`src/rtl/audio_mix_sched_if.sv`:
```
// Valid/ready handshake bundle carrying one signed stereo sample from each producer.
interface audio_mix_sched_if;
    logic        pcm_valid;
    logic        pcm_ready;
    logic [15:0] pcm_left;
    logic [15:0] pcm_right;
    logic        psg_valid;
    logic        psg_ready;
    logic [15:0] psg_left;
    logic [15:0] psg_right;

    modport master (
        output pcm_valid, pcm_left, pcm_right,
        output psg_valid, psg_left, psg_right,
        input  pcm_ready, psg_ready
    );

    modport slave (
        input  pcm_valid, pcm_left, pcm_right,
        input  psg_valid, psg_left, psg_right,
        output pcm_ready, psg_ready
    );
endinterface

```
`src/rtl/audio_mix_sched.sv`:
```
// Per-frame sample scheduler: collects one stereo sample from PCM and PSG with a
// bounded wait, attenuates, sums, and holds a 24-bit stereo word for the DAC.
module audio_mix_sched #(
    parameter int TIMEOUT = 64
) (
    input  logic                 clk,
    input  logic                 rst_n,
    input  logic                 enable,
    input  logic                 next_sample,
    audio_mix_sched_if.slave     src,
    input  logic [3:0]           pcm_vol,
    input  logic [3:0]           psg_vol,
    input  logic                 clr_status,
    output logic [23:0]          left_data,
    output logic [23:0]          right_data,
    output logic                 sample_done,
    output logic                 underrun_pcm,
    output logic                 underrun_psg,
    output logic                 overrun
);
    localparam int CW = $clog2(TIMEOUT + 1);

    typedef enum logic [1:0] {
        IDLE    = 2'd0,
        COLLECT = 2'd1,
        MIX     = 2'd2
    } state_e;

    state_e        state_q;
    logic          pcm_rdy_q, psg_rdy_q;
    logic          pcm_got_q, psg_got_q;
    logic          abort_q;
    logic [CW-1:0] cnt_q;
    logic [15:0]   pcm_l_q, pcm_r_q, psg_l_q, psg_r_q;
    logic [23:0]   left_q, right_q;
    logic          done_q;
    logic          upcm_q, upsg_q, ovr_q;

    logic          pcm_xfer, psg_xfer;
    logic          pcm_have, psg_have;
    logic          ovr_set, upcm_set, upsg_set;
    logic [15:0]   pcm_l_eff, pcm_r_eff, psg_l_eff, psg_r_eff;
    logic [23:0]   mix_l, mix_r;

    // vol 15 mutes; otherwise an arithmetic shift, so negatives round toward -inf.
    function automatic logic [15:0] atten(input logic [15:0] s, input logic [3:0] v);
        if (v == 4'd15) return 16'd0;
        return 16'($signed(s) >>> v);
    endfunction

    // 17-bit sum of two 16-bit signed values cannot overflow; scale into 24 bits.
    function automatic logic [23:0] mix(input logic [15:0] a, input logic [15:0] b);
        logic [16:0] sum;
        sum = {a[15], a} + {b[15], b};
        return {sum, 7'd0};
    endfunction

    assign pcm_xfer = src.pcm_valid & pcm_rdy_q;
    assign psg_xfer = src.psg_valid & psg_rdy_q;
    assign pcm_have = pcm_got_q | pcm_xfer;
    assign psg_have = psg_got_q | psg_xfer;

    // An uncaptured source contributes silence.
    assign pcm_l_eff = pcm_got_q ? atten(pcm_l_q, pcm_vol) : 16'd0;
    assign pcm_r_eff = pcm_got_q ? atten(pcm_r_q, pcm_vol) : 16'd0;
    assign psg_l_eff = psg_got_q ? atten(psg_l_q, psg_vol) : 16'd0;
    assign psg_r_eff = psg_got_q ? atten(psg_r_q, psg_vol) : 16'd0;
    assign mix_l     = mix(pcm_l_eff, psg_l_eff);
    assign mix_r     = mix(pcm_r_eff, psg_r_eff);

    assign ovr_set  = next_sample && (state_q != IDLE);
    assign upcm_set = (state_q == MIX) && !abort_q && !pcm_got_q;
    assign upsg_set = (state_q == MIX) && !abort_q && !psg_got_q;

    always_ff @(posedge clk or negedge rst_n) begin
        if (!rst_n) begin
            state_q   <= IDLE;
            pcm_rdy_q <= 1'b0;
            psg_rdy_q <= 1'b0;
            pcm_got_q <= 1'b0;
            psg_got_q <= 1'b0;
            abort_q   <= 1'b0;
            cnt_q     <= '0;
            pcm_l_q   <= '0;
            pcm_r_q   <= '0;
            psg_l_q   <= '0;
            psg_r_q   <= '0;
            left_q    <= '0;
            right_q   <= '0;
            done_q    <= 1'b0;
            upcm_q    <= 1'b0;
            upsg_q    <= 1'b0;
            ovr_q     <= 1'b0;
        end else begin
            done_q <= 1'b0;
            // Sticky flags: a set in the same cycle as clr_status wins.
            ovr_q  <= ovr_set  | (ovr_q  & ~clr_status);
            upcm_q <= upcm_set | (upcm_q & ~clr_status);
            upsg_q <= upsg_set | (upsg_q & ~clr_status);

            case (state_q)
                IDLE: begin
                    if (next_sample) begin
                        if (enable) begin
                            state_q   <= COLLECT;
                            pcm_rdy_q <= 1'b1;
                            psg_rdy_q <= 1'b1;
                            pcm_got_q <= 1'b0;
                            psg_got_q <= 1'b0;
                            abort_q   <= 1'b0;
                            cnt_q     <= CW'(1);
                        end else begin
                            left_q  <= '0;
                            right_q <= '0;
                            done_q  <= 1'b1;
                        end
                    end
                end

                COLLECT: begin
                    if (pcm_xfer) begin
                        pcm_l_q   <= src.pcm_left;
                        pcm_r_q   <= src.pcm_right;
                        pcm_got_q <= 1'b1;
                        pcm_rdy_q <= 1'b0;
                    end
                    if (psg_xfer) begin
                        psg_l_q   <= src.psg_left;
                        psg_r_q   <= src.psg_right;
                        psg_got_q <= 1'b1;
                        psg_rdy_q <= 1'b0;
                    end
                    if (!enable) begin
                        state_q   <= MIX;
                        abort_q   <= 1'b1;
                        pcm_rdy_q <= 1'b0;
                        psg_rdy_q <= 1'b0;
                    end else if ((pcm_have && psg_have) || (cnt_q == CW'(TIMEOUT))) begin
                        state_q   <= MIX;
                        pcm_rdy_q <= 1'b0;
                        psg_rdy_q <= 1'b0;
                    end else begin
                        cnt_q <= cnt_q + CW'(1);
                    end
                end

                MIX: begin
                    left_q    <= (abort_q || !enable) ? 24'd0 : mix_l;
                    right_q   <= (abort_q || !enable) ? 24'd0 : mix_r;
                    done_q    <= 1'b1;
                    state_q   <= IDLE;
                    cnt_q     <= '0;
                    pcm_got_q <= 1'b0;
                    psg_got_q <= 1'b0;
                    abort_q   <= 1'b0;
                end

                default: begin
                    state_q   <= IDLE;
                    pcm_rdy_q <= 1'b0;
                    psg_rdy_q <= 1'b0;
                end
            endcase
        end
    end

    assign src.pcm_ready = pcm_rdy_q;
    assign src.psg_ready = psg_rdy_q;
    assign left_data     = left_q;
    assign right_data    = right_q;
    assign sample_done   = done_q;
    assign underrun_pcm  = upcm_q;
    assign underrun_psg  = upsg_q;
    assign overrun       = ovr_q;
endmodule

```
`src/flat_wrapper.sv`:
```
// flat-port wrapper written by rule: the top's interface ports become plain ports
module audio_mix_sched_flat 
#(
    parameter int TIMEOUT = 64
)
  (clk, rst_n, enable, next_sample, pcm_vol, psg_vol, clr_status, left_data, right_data, sample_done, underrun_pcm, underrun_psg, overrun, src_pcm_valid, src_pcm_left, src_pcm_right, src_psg_valid, src_psg_left, src_psg_right, src_pcm_ready, src_psg_ready);
  audio_mix_sched_if src_i ();
  input  logic clk;
  input  logic rst_n;
  input  logic enable;
  input  logic next_sample;
  input  logic [3:0] pcm_vol;
  input  logic [3:0] psg_vol;
  input  logic clr_status;
  output logic [23:0] left_data;
  output logic [23:0] right_data;
  output logic sample_done;
  output logic underrun_pcm;
  output logic underrun_psg;
  output logic overrun;
  input wire logic [$bits(src_i.pcm_valid)-1:0] src_pcm_valid;
  input wire logic [$bits(src_i.pcm_left)-1:0] src_pcm_left;
  input wire logic [$bits(src_i.pcm_right)-1:0] src_pcm_right;
  input wire logic [$bits(src_i.psg_valid)-1:0] src_psg_valid;
  input wire logic [$bits(src_i.psg_left)-1:0] src_psg_left;
  input wire logic [$bits(src_i.psg_right)-1:0] src_psg_right;
  output wire logic [$bits(src_i.pcm_ready)-1:0] src_pcm_ready;
  output wire logic [$bits(src_i.psg_ready)-1:0] src_psg_ready;
  assign src_i.pcm_valid = src_pcm_valid;
  assign src_i.pcm_left = src_pcm_left;
  assign src_i.pcm_right = src_pcm_right;
  assign src_i.psg_valid = src_psg_valid;
  assign src_i.psg_left = src_psg_left;
  assign src_i.psg_right = src_psg_right;
  assign src_pcm_ready = src_i.pcm_ready;
  assign src_psg_ready = src_i.psg_ready;
  audio_mix_sched #(.TIMEOUT(TIMEOUT)) u_core (.clk(clk), .rst_n(rst_n), .enable(enable), .next_sample(next_sample), .src(src_i), .pcm_vol(pcm_vol), .psg_vol(psg_vol), .clr_status(clr_status), .left_data(left_data), .right_data(right_data), .sample_done(sample_done), .underrun_pcm(underrun_pcm), .underrun_psg(underrun_psg), .overrun(overrun));
endmodule
```
`config.mk`:
```
export PLATFORM = sky130hd
export DESIGN_NAME = audio_mix_sched_flat
export DESIGN_NICKNAME = d
export VERILOG_FILES = /design/src/rtl/audio_mix_sched_if.sv /design/src/rtl/audio_mix_sched.sv /design/src/flat_wrapper.sv
export SDC_FILE = /design/constraint.sdc
export NUM_CORES = 1
export LEC_CHECK = 0
export BUFFER_PORTS_ARGS = -buffer_cell sky130_fd_sc_hd__buf_2
export CORE_MARGIN = 2
export CORE_UTILIZATION = 35
export DETAILED_ROUTE_END_ITERATION = 10
export GPL_TIMING_DRIVEN = 0
export PLACE_DENSITY = 0.56
export RECOVER_POWER = 25
export SYNTH_ARGS = -nofsm -noshare
export SYNTH_HDL_FRONTEND = slang
export SYNTH_SLANG_ARGS = --single-unit
```
`constraint.sdc`:
```
create_clock -name clk -period 3.3 [get_ports clk]
set_input_delay 0.66 -clock clk [delete_from_list [all_inputs] [get_ports clk]]
set_output_delay 0.66 -clock clk [all_outputs]
set_load 0.02 [all_outputs]
```
==> reports/qor.yml <==
track_usage: 0.1994
start_kind: "input pin"
multi_input_area_sq_um: 5977
die_x_um: 163.1
hold_start: "src_psg_right[9]"
grt-ovfl-total: 0
die_area_sq_um: 26620
critPathLaunch: "pcm_vol[1]"
fin_nets: 1217
violations: "capacitance limit, slew limit, setup timing"
die_h_um: 163.1
regArea_sq_um: 2908
grt_start_max_net_pins: 67
clk_pin_slew_ps: 60
first_pass_iters: 6
worstHoldPathType: "in -> reg"
wl_um: 26380
drt.antenna.violating_nets: 0
swShare: 0.3913
gp_congestion: 0.9411
p_int_mw: 4.870
crit_arrival_ps: 3610
ys_ff_latch: 116
slew_violations: 51
syn_area_sq_um: 8865
tritoncts: "yes"
row_count: 58
cp_max_fo: 10
holdWs_ps: 460.6
worst-setup-path-type: "in -> reg"
synth_flop_cell: "dfrtp_1"
htree_levels: 4
ys_async_sr_fraction: 1.000
fin_skew_ps: 9.041
seq_area_frac_synth: 0.3275
drtIter0Drc: 529
power_frac_comb: 0.450
max_freq_mhz: 302.7
avgSynthCellArea_sq_um: 9.542
p_switching_mw: 3.130
reg2reg_slack_ps: 20
stdcell_count: 1440
io_pins: 133
crit_end: "u_core.left_data[22]$_DFFE_PN0P_"
cts_buffers: 17
vias: 7861
wl_per_cell_um: 18.32
syn2layout_area_growth_pct: 28.57
outcome: "finished with violations"
rsz0062_at_grt: "yes"
remaining_drc_errors: 0
ys_types: 58
utilization: 0.4552
r2r_start: "u_core.psg_r_q[2]$_DFFE_PN0P_"
powerDensity_nw_per_um2: 702.0
yosys-top-cells-count: "dfrtp_1, nor2_1, mux2_2, nand2_1, a21oi_1"
required_ps: 3610
setup_viol: 1
synthCells: 929
clkSinkCount: 116
worst_setup_path_end_kind: "register"
yosysMostFrequentCell: "dfrtp_1"
dpl.hpwl_um: 19920
hold_violations: 0
drive_gt1_frac: 0.3838
worst_slew_pin_slew_ps: 2361
vias_per_cell: 5.459
yosysTopAreaCellShare: 0.3275
fillCellCount: 2455
ys_warn_count: 0
insertion_delay_ps: 430
irDropWorstVdd_mv: 0.3395
diodes: 0
clockBufferDepth: 2
core_area_sq_um: 25040
synth_area_leader_cell: "dfrtp_1"
power_frac_seq: 0.315
dpl.cell_count: 1388
netlist_top_cells_area: "dfrtp_1, mux2_2, mux4_2, ha_1, a211oi_1"
period_share: 1.001
synth_edf_count: 0
antenna_found_initial: 1
p_clk_frac: 0.235
worst-r2r-cell-count: 13
drv_cap: 1
relSlewSlack: -0.5740
p_leak_nw: 5.120
portBuffers: 115
grt_pass1_vias: 7558
fin_ws_ps: -3.515
grt_first_pass_wirelength_um: 41860
initial_core_util: 0.3541
rr_endpoint: "u_core.right_data[17]$_DFFE_PN0P_"
hold_buffers: 0
min_period_ps: 3304
root_buffer: "clkbuf_16"
==> cell families (layout without fill, tap and decap cells) <==
family	after synthesis	count (layout)	share of synthesized area
compound gates	274	274	0.2051
xor+xnor	24	24	0.02371
fa+ha+maj	40	40	0.05815
buf+inv	103	271	0.05448
flops	116	116	0.3275
mux	139	139	0.2145
other cells	1	14	0.0004230
simple gates	232	232	0.1162
==> per-stage QoR <==
step	setup TNS (ps)	total power, mW	setup WS [ps]	instance area [sq um]
3_3_place_gp	-16770	5.737	-1028	10090
5_1_grt	-792.7	8.520	-118.3	11400
2_1_floorplan	-1024	4.807	-213.0	9097
4_1_cts	-16.05	7.809	-8.237	11010
6_report	-3.515	8.000	-3.515	11400
3_5_place_dp	-15020	5.778	-958.7	10120
==> sequential cells by signal, summed over array words and instances, names as in the netlist <==
| signal | cells |
|---|---|
| u_core.overrun | 1 |
| u_core.src.psg_ready | 1 |
| u_core.state_q | 2 |
| u_core.underrun_psg | 1 |
| u_core.right_data | 17 |
| u_core.underrun_pcm | 1 |
| u_core.psg_r_q | 16 |
| u_core.psg_got_q | 1 |
| u_core.pcm_r_q | 16 |
| u_core.src.pcm_ready | 1 |
| u_core.left_data | 17 |
| u_core.pcm_l_q | 16 |
| u_core.psg_l_q | 16 |
| u_core.sample_done | 1 |
| u_core.abort_q | 1 |
| u_core.pcm_got_q | 1 |
| u_core.cnt_q | 7 |
==> area by class of cell <==
type	instances	area share
inverters	25	0.008343
clock inverters	12	0.01208
flip-flops and latches	116	0.2551
clock buffers	19	0.03886
plain buffers	71	0.04732
repair buffers	144	0.07762
well taps	330	0.03623
multi-input cells	723	0.5244
==> what timing repair did <==
action | 4_1_cts | 5_1_grt
resized for setup | 55 | 75
pin swaps | 20 | 34
gates cloned | 0 | 3
buffers inserted | 17 | 8
hold endpoints to repair | 0 | 0
endpoints found under the setup margin | 19 | 20
==> worst min-delay path by stage <==
stage | cells after the start | slack (ps) | end
2_1_floorplan | 0 | 360 | u_core.abort_q$_DFFE_PN0P_
3_3_place_gp | 2 | 470 | u_core.left_data[11]$_DFFE_PN0P_
3_5_place_dp | 1 | 480 | u_core.cnt_q[6]$_DFFE_PN0P_
4_1_cts | 1 | 190 | u_core.right_data[23]$_DFFE_PN0P_
5_1_grt | 2 | 450 | u_core.pcm_r_q[7]$_DFFE_PN0P_
6_report | 2 | 460 | u_core.psg_r_q[9]$_DFFE_PN0P_
==> cells in the final DEF, fill, tap and decap left out, types with 13 or more instances in the layout <==
master / count
buf_2: 114
nor2_1: 80
dfrtp_1: 112
xnor2_1: 13
inv_1: 23
conb_1: 14
mux4_2: 33
ha_1: 28
nand2_1: 77
o21ai_0: 44
mux2_2: 78
buf_4: 43
nand3_1: 13
clkbuf_1: 21
mux2i_1: 21
clkbuf_16: 20
a211oi_2: 19
a22o_1: 30
a211oi_1: 24
a21oi_1: 56
a21oi_2: 13
==> power by group through the flow <==
| stage | registers [mW] | clock network, mW | logic (mW) |
|---|---|---|---|
| floorplan | 2.43 | 0 | 2.37 |
| global placement | 2.48 | 0 | 3.25 |
| detailed placement | 2.50 | 0 | 3.28 |
| CTS | 2.50 | 1.91 | 3.40 |
| global route | 2.61 | 1.98 | 3.94 |
| finish | 2.52 | 1.88 | 3.60 |
==> worst max-delay path, stage by stage <==
cell	delay (ps)
buf_2	140
buf_8	170
buf_12	150
buf_8	150
mux4_2	300
a211oi_1	310
a211oi_2	120
ha_2	400
o21ai_0	120
o21bai_2	240
a41oi_2	210
o41ai_2	290
xor2_1	140
a22o_1	210
==> metal layers <==
| layer | up-vias | routed length (um) | GRT usage |
|---|---|---|---|
| li1 | 3774 | - | - |
| met1 | 3776 | 12350 | 0.2837 |
| met2 | 266 | 11890 | 0.2988 |
| met3 | 43 | 1567 | 0.04139 |
| met4 | 2 | 558 | 0.07281 |
| met5 | - | 13 | 0 |
Note: power is estimated with default switching activity, not from simulation.
